## src/rtl/spart_pkg.sv

```systemverilog
// Shared widths, pairing-FSM state type and byte-pairing helper for the SPART
// receive word assembler.
package spart_pkg;

    localparam int BYTE_W = 8;
    localparam int WORD_W = 16;

    typedef enum logic {
        WAIT_FIRST  = 1'b0,
        WAIT_SECOND = 1'b1
    } spart_rx_state_t;

    // hi_first=0 puts the first byte in the low half, hi_first=1 in the high half.
    function automatic logic [WORD_W-1:0] pair_bytes(
        input logic [BYTE_W-1:0] first_byte,
        input logic [BYTE_W-1:0] second_byte,
        input logic              hi_first
    );
        logic [WORD_W-1:0] word;
        if (hi_first) begin
            word = {first_byte, second_byte};
        end else begin
            word = {second_byte, first_byte};
        end
        return word;
    endfunction

endpackage

```

## src/rtl/spart_word_fifo.sv

```systemverilog
// Show-ahead word FIFO: the head entry is presented combinationally from storage,
// push and pop may coincide (also when full), flush empties it synchronously.
module spart_word_fifo
    import spart_pkg::*;
#(
    parameter int DEPTH = 4
) (
    input  logic              clk,
    input  logic              rst_n,
    input  logic              push,
    input  logic [WORD_W-1:0] push_data,
    input  logic              pop,
    input  logic              flush,
    output logic [WORD_W-1:0] head,
    output logic              full,
    output logic              empty
);

    localparam int PTR_W = (DEPTH > 1) ? $clog2(DEPTH) : 1;
    localparam int CNT_W = $clog2(DEPTH + 1);
    localparam logic [PTR_W-1:0] PTR_ONE  = PTR_W'(1);
    localparam logic [CNT_W-1:0] CNT_ONE  = CNT_W'(1);
    localparam logic [CNT_W-1:0] CNT_FULL = CNT_W'(DEPTH);

    logic [WORD_W-1:0] mem_r [DEPTH];
    logic [PTR_W-1:0]  wr_ptr_r;
    logic [PTR_W-1:0]  rd_ptr_r;
    logic [CNT_W-1:0]  count_r;
    logic              pop_ok_s;
    logic              push_ok_s;

    assign full      = (count_r == CNT_FULL);
    assign empty     = (count_r == {CNT_W{1'b0}});
    assign pop_ok_s  = pop & ~empty & ~flush;
    // A pop in the same cycle frees the slot, so a push into a full FIFO still lands.
    assign push_ok_s = push & (~full | pop_ok_s) & ~flush;
    assign head      = empty ? {WORD_W{1'b0}} : mem_r[rd_ptr_r];

    // Storage, pointers and occupancy count.
    always_ff @(posedge clk or negedge rst_n) begin
        if (!rst_n) begin
            for (int i = 0; i < DEPTH; i++) begin
                mem_r[i] <= {WORD_W{1'b0}};
            end
            wr_ptr_r <= {PTR_W{1'b0}};
            rd_ptr_r <= {PTR_W{1'b0}};
            count_r  <= {CNT_W{1'b0}};
        end else if (flush) begin
            wr_ptr_r <= {PTR_W{1'b0}};
            rd_ptr_r <= {PTR_W{1'b0}};
            count_r  <= {CNT_W{1'b0}};
        end else begin
            if (push_ok_s) begin
                mem_r[wr_ptr_r] <= push_data;
                wr_ptr_r        <= wr_ptr_r + PTR_ONE;
            end
            if (pop_ok_s) begin
                rd_ptr_r <= rd_ptr_r + PTR_ONE;
            end
            case ({push_ok_s, pop_ok_s})
                2'b10:   count_r <= count_r + CNT_ONE;
                2'b01:   count_r <= count_r - CNT_ONE;
                default: count_r <= count_r;
            endcase
        end
    end

endmodule

```

## src/rtl/spart_rx_word_assembler.sv

```systemverilog
// Pairs received SPART bytes into 16-bit words, buffers them in a show-ahead FIFO
// and flags read stalls and dropped words for the WB source select.
module spart_rx_word_assembler
    import spart_pkg::*;
#(
    parameter int DEPTH    = 4,
    parameter int HI_FIRST = 0
) (
    input  logic              clk,
    input  logic              rst_n,
    input  logic [BYTE_W-1:0] rx_byte,
    input  logic              rx_valid,
    input  logic              rd_req,
    input  logic              flush,
    input  logic              clr_ovf,
    output logic [WORD_W-1:0] rd_data,
    output logic              word_avail,
    output logic              stall,
    output logic              partial,
    output logic              overflow
);

    localparam logic HI_FIRST_B = (HI_FIRST != 0) ? 1'b1 : 1'b0;

    spart_rx_state_t   state_r;
    logic [BYTE_W-1:0] hold_r;
    logic              overflow_r;
    logic              push_s;
    logic              pop_s;
    logic              drop_s;
    logic              fifo_full_s;
    logic              fifo_empty_s;
    logic [WORD_W-1:0] word_s;

    assign push_s = rx_valid & (state_r == WAIT_SECOND) & ~flush;
    assign pop_s  = rd_req & ~fifo_empty_s & ~flush;
    assign drop_s = push_s & fifo_full_s & ~pop_s;
    assign word_s = pair_bytes(hold_r, rx_byte, HI_FIRST_B);

    spart_word_fifo #(
        .DEPTH (DEPTH)
    ) u_fifo (
        .clk       (clk),
        .rst_n     (rst_n),
        .push      (push_s),
        .push_data (word_s),
        .pop       (pop_s),
        .flush     (flush),
        .head      (rd_data),
        .full      (fifo_full_s),
        .empty     (fifo_empty_s)
    );

    // Byte-pairing FSM and first-byte hold register.
    always_ff @(posedge clk or negedge rst_n) begin
        if (!rst_n) begin
            state_r <= WAIT_FIRST;
            hold_r  <= {BYTE_W{1'b0}};
        end else if (flush) begin
            state_r <= WAIT_FIRST;
            hold_r  <= {BYTE_W{1'b0}};
        end else begin
            case (state_r)
                WAIT_FIRST: begin
                    if (rx_valid) begin
                        hold_r  <= rx_byte;
                        state_r <= WAIT_SECOND;
                    end else begin
                        state_r <= WAIT_FIRST;
                    end
                end
                WAIT_SECOND: begin
                    if (rx_valid) begin
                        state_r <= WAIT_FIRST;
                    end else begin
                        state_r <= WAIT_SECOND;
                    end
                end
                default: begin
                    state_r <= WAIT_FIRST;
                    hold_r  <= {BYTE_W{1'b0}};
                end
            endcase
        end
    end

    // Sticky overflow: a fresh drop outranks a simultaneous clear request.
    always_ff @(posedge clk or negedge rst_n) begin
        if (!rst_n) begin
            overflow_r <= 1'b0;
        end else if (flush) begin
            overflow_r <= 1'b0;
        end else if (drop_s) begin
            overflow_r <= 1'b1;
        end else if (clr_ovf) begin
            overflow_r <= 1'b0;
        end else begin
            overflow_r <= overflow_r;
        end
    end

    assign word_avail = ~fifo_empty_s;
    assign partial    = (state_r == WAIT_SECOND);
    assign overflow   = overflow_r;
    assign stall      = rd_req & fifo_empty_s;

endmodule
```

## config.mk

```make
export PLATFORM = sky130hd
export DESIGN_NAME = spart_rx_word_assembler
export DESIGN_NICKNAME = d
export VERILOG_FILES = /design/src/rtl/spart_pkg.sv /design/src/rtl/spart_word_fifo.sv /design/src/rtl/spart_rx_word_assembler.sv
export SDC_FILE = /design/constraint.sdc
export NUM_CORES = 1
export LEC_CHECK = 0
export CORE_MARGIN = 1.5
export CORE_UTILIZATION = 65
export CTS_BUF_LIST = sky130_fd_sc_hd__clkbuf_8 sky130_fd_sc_hd__clkbuf_16
export DETAILED_ROUTE_END_ITERATION = 8
export DONT_BUFFER_PORTS = 1
export PLACE_DENSITY = 0.85
export SLEW_MARGIN = 25
export SYNTH_ARGS = -nofsm -noshare
export SYNTH_HDL_FRONTEND = slang
export SYNTH_SLANG_ARGS = --single-unit
```

## constraint.sdc

```tcl
create_clock -name clk -period 5.15 [get_ports clk]
set_clock_uncertainty 0.05 [all_clocks]
set_input_delay 1.03 -clock clk [delete_from_list [all_inputs] [get_ports clk]]
set_output_delay 1.03 -clock clk [all_outputs]
set_load 0.02 [all_outputs]
```

==> out/results.txt <==
Iter 0 DRT Violations = 145
Post-Synthesis Cells = 256
PortBufs = 0
HP Class = in2async
Total grt overflow = 0
Synth warnings = 0
Hold_buf cts = 0
Antenna cells = 0
Via density = 6.22
Htree depth = 3
Relative slew slack = 47.3%
Fin crit share = 62.6%
CTS root buf = clkbuf_8
DRC = 0
Starting Density = 67.8%
Synth Area per Inst = 14.7 um^2
Syn_nets = 276
CP cell instances = nor3_1 > inv_1 > nor2_1
Yosys cell types = 31
Fmax = 310 MHz
Wire per inst = 19.9 um
Peak supply drop = 0.231 mV
Num rows = 27
Largest net degree at the start of global routing = 82
Post-cts resize count = 0
Synth area leader = dfrtp_1
Skew-Pair Late Insertion Delay = 350 ps
Post-DRT Antenna Nets = 0
RSZ-0062 raised after global routing = no
Post-DP HPWL = 4210 um
Die Wd = 79.0 um
Flop and latch count out of synthesis = 81
Area delta synth->final = 4.76%
Status = finished clean
Max-cap violation count = 0
Number of global-route vias before repair = 2172
Slew Limit Fails = 0
CTS Buffer Depth = 2
Hold Vio Cnt, Final = 0
Total number of vias = 2046
Synth top area share = 53.9%
# IOs = 34
CTS tree = yes
Main area contributors after synthesis = dfrtp_1 (54%), mux2_2 (20%), mux4_2 (9.6%)
Number of post-CTS setup repair buffers = 0
Tmin final = 3230 ps
GRT Overall Usage = 24.3%
Crit path buffers/inverters = 1
Max stage delay on crit path = 470 ps
LEAKAGE = 1.89 nW
Nets = 274
# clock sinks = 81
1st-pass router iterations = 4
Slowest CP cell = inv_1
CP top delay family = simple AND/OR/NAND/NOR gates
CP Launch Type = flip-flop
Initial antenna violation count = 0
Layout cell share with drive strength beyond 1 = 40.5%
Crit Path Class = reg2out
Chip height = 79.0 um
Endpoints failing setup = 0
Worst EP required = 4070 ps
Worst-Margin Slew = 790 ps
Mapped cell area = 0.00376 mm^2
DRT Wirelength = 6550 um
CORE AREA = 0.00554 mm^2
Hold WS = 316 ps
Worst-path clk slew = 80 ps
Num CTS Buffers = 9
Die area = 0.00625 mm^2
Worst path arrival time = 2150 ps
Placer Congestion = 0.847
Pwr/cell area = 407 mW/mm^2
Post-Route Setup TNS = 0 ps
Critical Path End Type = output port
Part of the Yosys area used for sequential elements = 53.9%
CP max FO = 20
First-pass GRT wire length = 11000 um
-- cell usage after synthesis, drive strengths merged --
master  number
nand3        2
or3          1
mux4        16
dfrtp       81
a21o         2
and2        16
o21ai        1
mux2i        8
o31ai        1
a211o        1
nor2        16
fa           1
a32oi        1
nor3         3
inv          6
xnor2        1
nand2b       2
nor2b        3
ha           5
nand2        6
buf          7
mux2        66
a311oi       1
xor2         1
clkbuf       6
a31oi        1
o211ai       1
-- logic make-up (layout without fill, tap and decap cells) --
logic type      Yosys count  count (layout)  share of synthesized area, %
xor+xnor                  2               2                         0.466
simple gates             49              49                          6.83
mux                      90              90                          31.5
buf+inv                  19              20                          2.76
compound gates            9               9                          2.30
fa+ha+maj                 6               6                          2.20
flops                    81              81                          53.9
-- layer usage --
layer / share of wire (%) / GRT usage, %
met1: 44 / 33.2
met5: 0 / 0
met2: 48 / 37.3
met3: 5.7 / 5.98
met4: 2.3 / 11.4
-- sequential cells by signal (all words and copies together), names as in the netlist --
signal	count
u_fifo.count_r	3
u_fifo.rd_ptr_r	2
hold_r	8
overflow	1
u_fifo.wr_ptr_r	2
partial	1
u_fifo.mem_r	64
-- placed cells by master, fill, tap and decap left out, drive strengths merged, types with 2 or more instances in the layout --
cell type / synthesis / layout
nand3: 2 / 2
ha: 5 / 5
dfrtp: 81 / 81
inv: 6 / 6
nand2b: 2 / 2
mux4: 16 / 16
nor2: 16 / 16
nand2: 6 / 6
a21o: 2 / 2
mux2i: 8 / 8
nor3: 3 / 3
nor2b: 3 / 3
and2: 16 / 16
clkinv: 0 / 2
mux2: 66 / 66
clkbuf: 6 / 11
-- metrics by stage --
step                      instances  total power [mW]  setup WS [ps]  cell area [um^2]  utilization, %
after floorplan                 256              1.15           2380              3760               -
after global placement          315              1.19           2140              3770            68.0
after detailed placement        315              1.21           2220              3770            68.0
after CTS                       329              1.62           1930              3940            71.0
after global routing            329              1.69           1750              3940            71.0
final                           329              1.60           1920              3940            71.0
-- power by group --
group / total (mW) / leakage [nW] / internal (mW) / switching [mW]
Clock: 0.405 / 0.0871 / 0.194 / 0.211
Combinational: 0.389 / 0.712 / 0.195 / 0.194
Sequential: 0.810 / 1.09 / 0.716 / 0.0936
-- final timing paths --
kind	startpoint	endpoint	slack [ps]	depth (start not counted)
min reg2reg	u_fifo.mem_r[24]	u_fifo.mem_r[24]	460	1
max reg2reg	partial	u_fifo.count_r[2]	2700	7
max	u_fifo.count_r[2]	stall	1920	3
min	rst_n	u_fifo.count_r[0]	320	0
max in group asynchronous	rst_n	u_fifo.mem_r[24]	4610	0
min in group clk	u_fifo.mem_r[24]	u_fifo.mem_r[24]	460	1
-- final cells by class --
class                      instances  area (um^2)
sequential                        81         2030
fill                             393         1600
inverter                           6         22.5
multi-input combinational        156         1630
tap                               72         90.1
clock buffer                      11          151
clock inverter                     3         17.5
Note: power is estimated with default switching activity, not from simulation.
==> edit 1: new RTL, same flow settings <==
Put one more register stage on the output `overflow`. The value now appears one clock later. The other outputs are not delayed to match.
--- a/src/rtl/spart_rx_word_assembler.sv
+++ b/src/rtl/spart_rx_word_assembler.sv
@@ -101,7 +101,9 @@
 
     assign word_avail = ~fifo_empty_s;
     assign partial    = (state_r == WAIT_SECOND);
-    assign overflow   = overflow_r;
+    always_ff @(posedge clk) begin
+        overflow <= overflow_r;
+    end
     assign stall      = rd_req & fifo_empty_s;
 
 endmodule
Behaviour: no difference found for any inputs over 4 cycles, from zero or initial values and one cycle with rst_n low; that may be too few to reach the edited logic, so the function may still have changed.
==> edit 1 against the original RTL <==
- combinational power grew 6.2%
- sequential cell count grew 1
- count of clock-buffer cells in the layout fell by 2
- synthesized area increased by 0.53%
- final area increased by 2.3%
- first-iteration DRC count shrank 9.0%
- register-to-register slack improved by 0.05 ns
- routed wire length up 7.2%
- setup slack got worse by 0.023 ns
- power increased by 9.7%
- largest cell class unchanged
==> edit 1: results (changes against the original RTL) <==
Outcome: finished, final reports clean (unchanged). The clock network power consumption came to 542 uW (was 405 uW). Biggest area contributors in the synthesized netlist: sky130_fd_sc_hd__dfrtp_1, sky130_fd_sc_hd__mux2_2, sky130_fd_sc_hd__mux4_2 (unchanged).

The number of vias per cell after detailed routing came out at 6.32 (was 6.22). The number of DRC markers in iteration 0 came out at 132 (was 145). The area share of fa/ha/maj cells after synthesis is 0.0219 (was 0.0220).

The path depth of the worst reg2reg path came out at 7 (unchanged). The highest net fanout along the worst path came out at 11 (was 20). The maximum single-stage delay on the critical path was 0.72 ns (was 0.47 ns).

The transition time at the pin with the least slew margin is 0.824 ns (was 0.790 ns). The critical path capture point is rd_data[9] (was stall). The multiplexer share of the synthesized area is 0.313 (was 0.315). The final weighted congestion of routability-driven global placement came out at 0.765 (was 0.847).

The worst setup slack for register-to-register paths is 2.75 ns (was 2.70 ns). The maximum ir drop on the vdd rail came out at 0.253 mV (was 0.231 mV). The internal power is 1.24 mW (was 1.11 mW). The post-synthesis share of cell area spent on xor and xnor gates came out at 0.00464 (was 0.00466). The number of distinct standard cells referenced by the synthesized netlist is 32 (was 31).

The share of the yosys chip area belonging to registers is 0.542 (was 0.539). The overall routed net length came out at 7.02 mm (was 6.55 mm). The synthesized-area fraction occupied by ao, oa, aoi and oai cells came out at 0.0229 (was 0.0230). The share of total power consumed by net switching is 0.295 (was 0.311).

The number of nets produced by synthesis is 277 (was 276). The half-perimeter wire length after placement is 4.22 mm (was 4.21 mm). The dominant delay contributor by cell family on the critical path is flip-flops (was simple AND/OR/NAND/NOR gates). The share of synthesized flip-flops with an asynchronous set or reset came out at 0.988 (was 1.00).
[edit 1: cell type report]
| type | count | area, um^2 |
|---|---|---|
| Sequential cell | 82 | 2050 |
| Multi-Input combinational cell | 156 | 1630 |
| Fill cell | 367 | 1510 |
| Clock buffer | 9 | 124 |
| Clock inverter | 7 | 109 |
| Tap cell | 72 | 90.1 |
| Inverter | 6 | 22.5 |
| Timing Repair Buffer | 1 | 7.51 |
[edit 1: per-stage QoR]
stage                     setup slack, ns   util  cells  cell area, um^2  hold slack, ns
after floorplan                      2.38      -    257             3780           0.298
after CTS                            1.85  0.727    333             4030           0.310
after global placement               2.23  0.685    317             3790           0.315
after detailed placement             2.23  0.685    317             3790           0.313
after global routing                 1.67  0.727    333             4030           0.300
final                                1.90  0.727    333             4030           0.317
[edit 1: routing by layer]
layer,wire length [um],global-route usage
met3,367,0.0529
met1,2980,0.360
met2,3550,0.406
met4,116,0.0825
met5,0,0
==> edit 2: new RTL, same settings <==
Made on the original files. `DEPTH` is set to 4 in 2 places; all go to 8.
--- a/src/rtl/spart_word_fifo.sv
+++ b/src/rtl/spart_word_fifo.sv
@@ -3,7 +3,7 @@
 module spart_word_fifo
     import spart_pkg::*;
 #(
-    parameter int DEPTH = 4
+    parameter int DEPTH = 8
 ) (
     input  logic              clk,
     input  logic              rst_n,
--- a/src/rtl/spart_rx_word_assembler.sv
+++ b/src/rtl/spart_rx_word_assembler.sv
@@ -3,7 +3,7 @@
 module spart_rx_word_assembler
     import spart_pkg::*;
 #(
-    parameter int DEPTH    = 4,
+    parameter int DEPTH    = 8,
     parameter int HI_FIRST = 0
 ) (
     input  logic              clk,
Behaviour: same outputs for any inputs over 4 cycles, from zero or initial values and one cycle with rst_n low; that may be too few to reach the edited logic, so the function may still have changed.
==> edit 2 against the original RTL <==
- setup slack lost 0.55 ns
- power increased by 91%
- sequential power increased by 67%
- sequential cell count increased by 67
- synthesized area increased by 85%
- register-to-register slack lost 0.52 ns
- routed wire length increased by 110%
- final area is 94% higher
- critical path type unchanged
==> edit 2: results (changes against the original RTL) <==
The insertion delay of the later-clocked pin in the worst-skew pair is 0.52 ns (was 0.35 ns). The length of the first detailed-routing pass in iterations came to 5 (was 4). The total global routing track utilization was 0.277 (was 0.243). The number of buffers added by the clock tree synthesis step came to 17 (was 9). The highest net fanout along the worst path is 19 (was 20). The number of DRC markers in iteration 0 came to 198 (was 145). The path depth of the worst reg2reg path came out at 6 (was 7). The level count of the clock H-tree was 4 (was 3). The part of the power in combinational logic is 0.170 (was 0.243). The leakage component of the power is 3.59 nW (was 1.89 nW). The number of distinct standard cells referenced by the synthesized netlist came out at 42 (was 31). The clock network power consumption came out at 1.19 mW (was 405 uW). The global routing usage on met3 was 0.0705 (was 0.0598). The maximum ir drop on the vdd rail came out at 0.314 mV (was 0.231 mV). The via count of the first global-routing pass is 4172 (was 2172).

The time the final worst path needs with I/O delays and setup came to 3.77 ns (was 3.23 ns). The met2 track utilization from global routing is 0.429 (was 0.373). The wire length of the first global-routing pass came to 23.0 mm (was 11.0 mm). The internal power came out at 2.20 mW (was 1.11 mW).

The source of the critical timing path is u_fifo.rd_ptr_r[0]$_DFFE_PN0P_ (was u_fifo.count_r[2]$_DFFE_PN0P_). The critical path capture point is rd_data[8] (was stall). Outcome: finished, final reports clean (unchanged).

The final net count is 480 (was 274). Most instantiated cells after synthesis: sky130_fd_sc_hd__dfrtp_1, sky130_fd_sc_hd__mux2_2, sky130_fd_sc_hd__nor2_1 (was sky130_fd_sc_hd__dfrtp_1, sky130_fd_sc_hd__mux2_2, sky130_fd_sc_hd__and2_1, sky130_fd_sc_hd__mux4_2, sky130_fd_sc_hd__nor2_1). The number of vias per cell after detailed routing is 6.44 (was 6.22).
## edit 2: cell count changes in the layout (fill, tap and decap cells not counted), moves of 10 or more
cell,before,now
sky130_fd_sc_hd__and2_1,16,1
sky130_fd_sc_hd__clkbuf_16,0,16
sky130_fd_sc_hd__dfrtp_1,80,145
sky130_fd_sc_hd__mux2_2,66,118
sky130_fd_sc_hd__mux2_4,0,10
sky130_fd_sc_hd__mux2i_1,8,26
sky130_fd_sc_hd__mux4_2,16,32
sky130_fd_sc_hd__nor2_1,16,39
## edit 2: cell type report
| cell class | instances | area (um^2) | area share |
|---|---|---|---|
| multi-input combinational | 285 | 3110 | 0.408 |
| timing repair buffer | 6 | 45.0 | 0.00591 |
| sequential | 148 | 3710 | 0.487 |
| clock inverter | 10 | 96.3 | 0.0126 |
| clock buffer | 22 | 483 | 0.0634 |
| inverter | 2 | 7.51 | 0.000985 |
| tap | 136 | 170 | 0.0223 |
## edit 2: logic make-up after synthesis
kind of cell | share of synthesized area
mux | 0.353
flops | 0.532
compound gates | 0.0122
simple gates | 0.0566
fa+ha+maj | 0.0119
xor+xnor | 0.0101
buf+inv | 0.0248
## edit 2: how the worst min path moves through the flow
stage                                  from                            end  slack (ns)  cells past startpoint
2_1_floorplan  u_fifo.mem_r[16]$_DFFE_PN0P_   u_fifo.mem_r[16]$_DFFE_PN0P_        0.42                      1
4_1_cts                               rst_n  u_fifo.count_r[1]$_DFFE_PN0P_        0.13                      0
6_report                              rst_n  u_fifo.count_r[3]$_DFFE_PN0P_        0.15                      0
3_3_place_gp   u_fifo.mem_r[89]$_DFFE_PN0P_   u_fifo.mem_r[89]$_DFFE_PN0P_        0.43                      1
5_1_grt                               rst_n  u_fifo.count_r[0]$_DFFE_PN0P_        0.13                      0
3_5_place_dp    u_fifo.mem_r[1]$_DFFE_PN0P_    u_fifo.mem_r[1]$_DFFE_PN0P_        0.44                      1
## edit 2: metrics by stage
step	hold slack, ns	std cells
after global placement	0.432	577
after detailed placement	0.439	577
after floorplan	0.424	466
after CTS	0.131	609
after global routing	0.125	609
final	0.151	609
## edit 2: critical path: stages (launching register included)
cell,delay [ns]
sky130_fd_sc_hd__dfrtp_2,0.72
sky130_fd_sc_hd__buf_4,0.47
sky130_fd_sc_hd__mux4_2,0.58
sky130_fd_sc_hd__mux2i_1,0.23
sky130_fd_sc_hd__nor2_1,0.16
## edit 2: routing by layer
metal | wire (um) | vias up | share of wire
li1 | - | 1704 | -
met4 | 207 | 0 | 0.015
met3 | 633 | 23 | 0.045
met2 | 6950 | 91 | 0.49
met5 | 0 | - | 0
met1 | 6270 | 2107 | 0.45
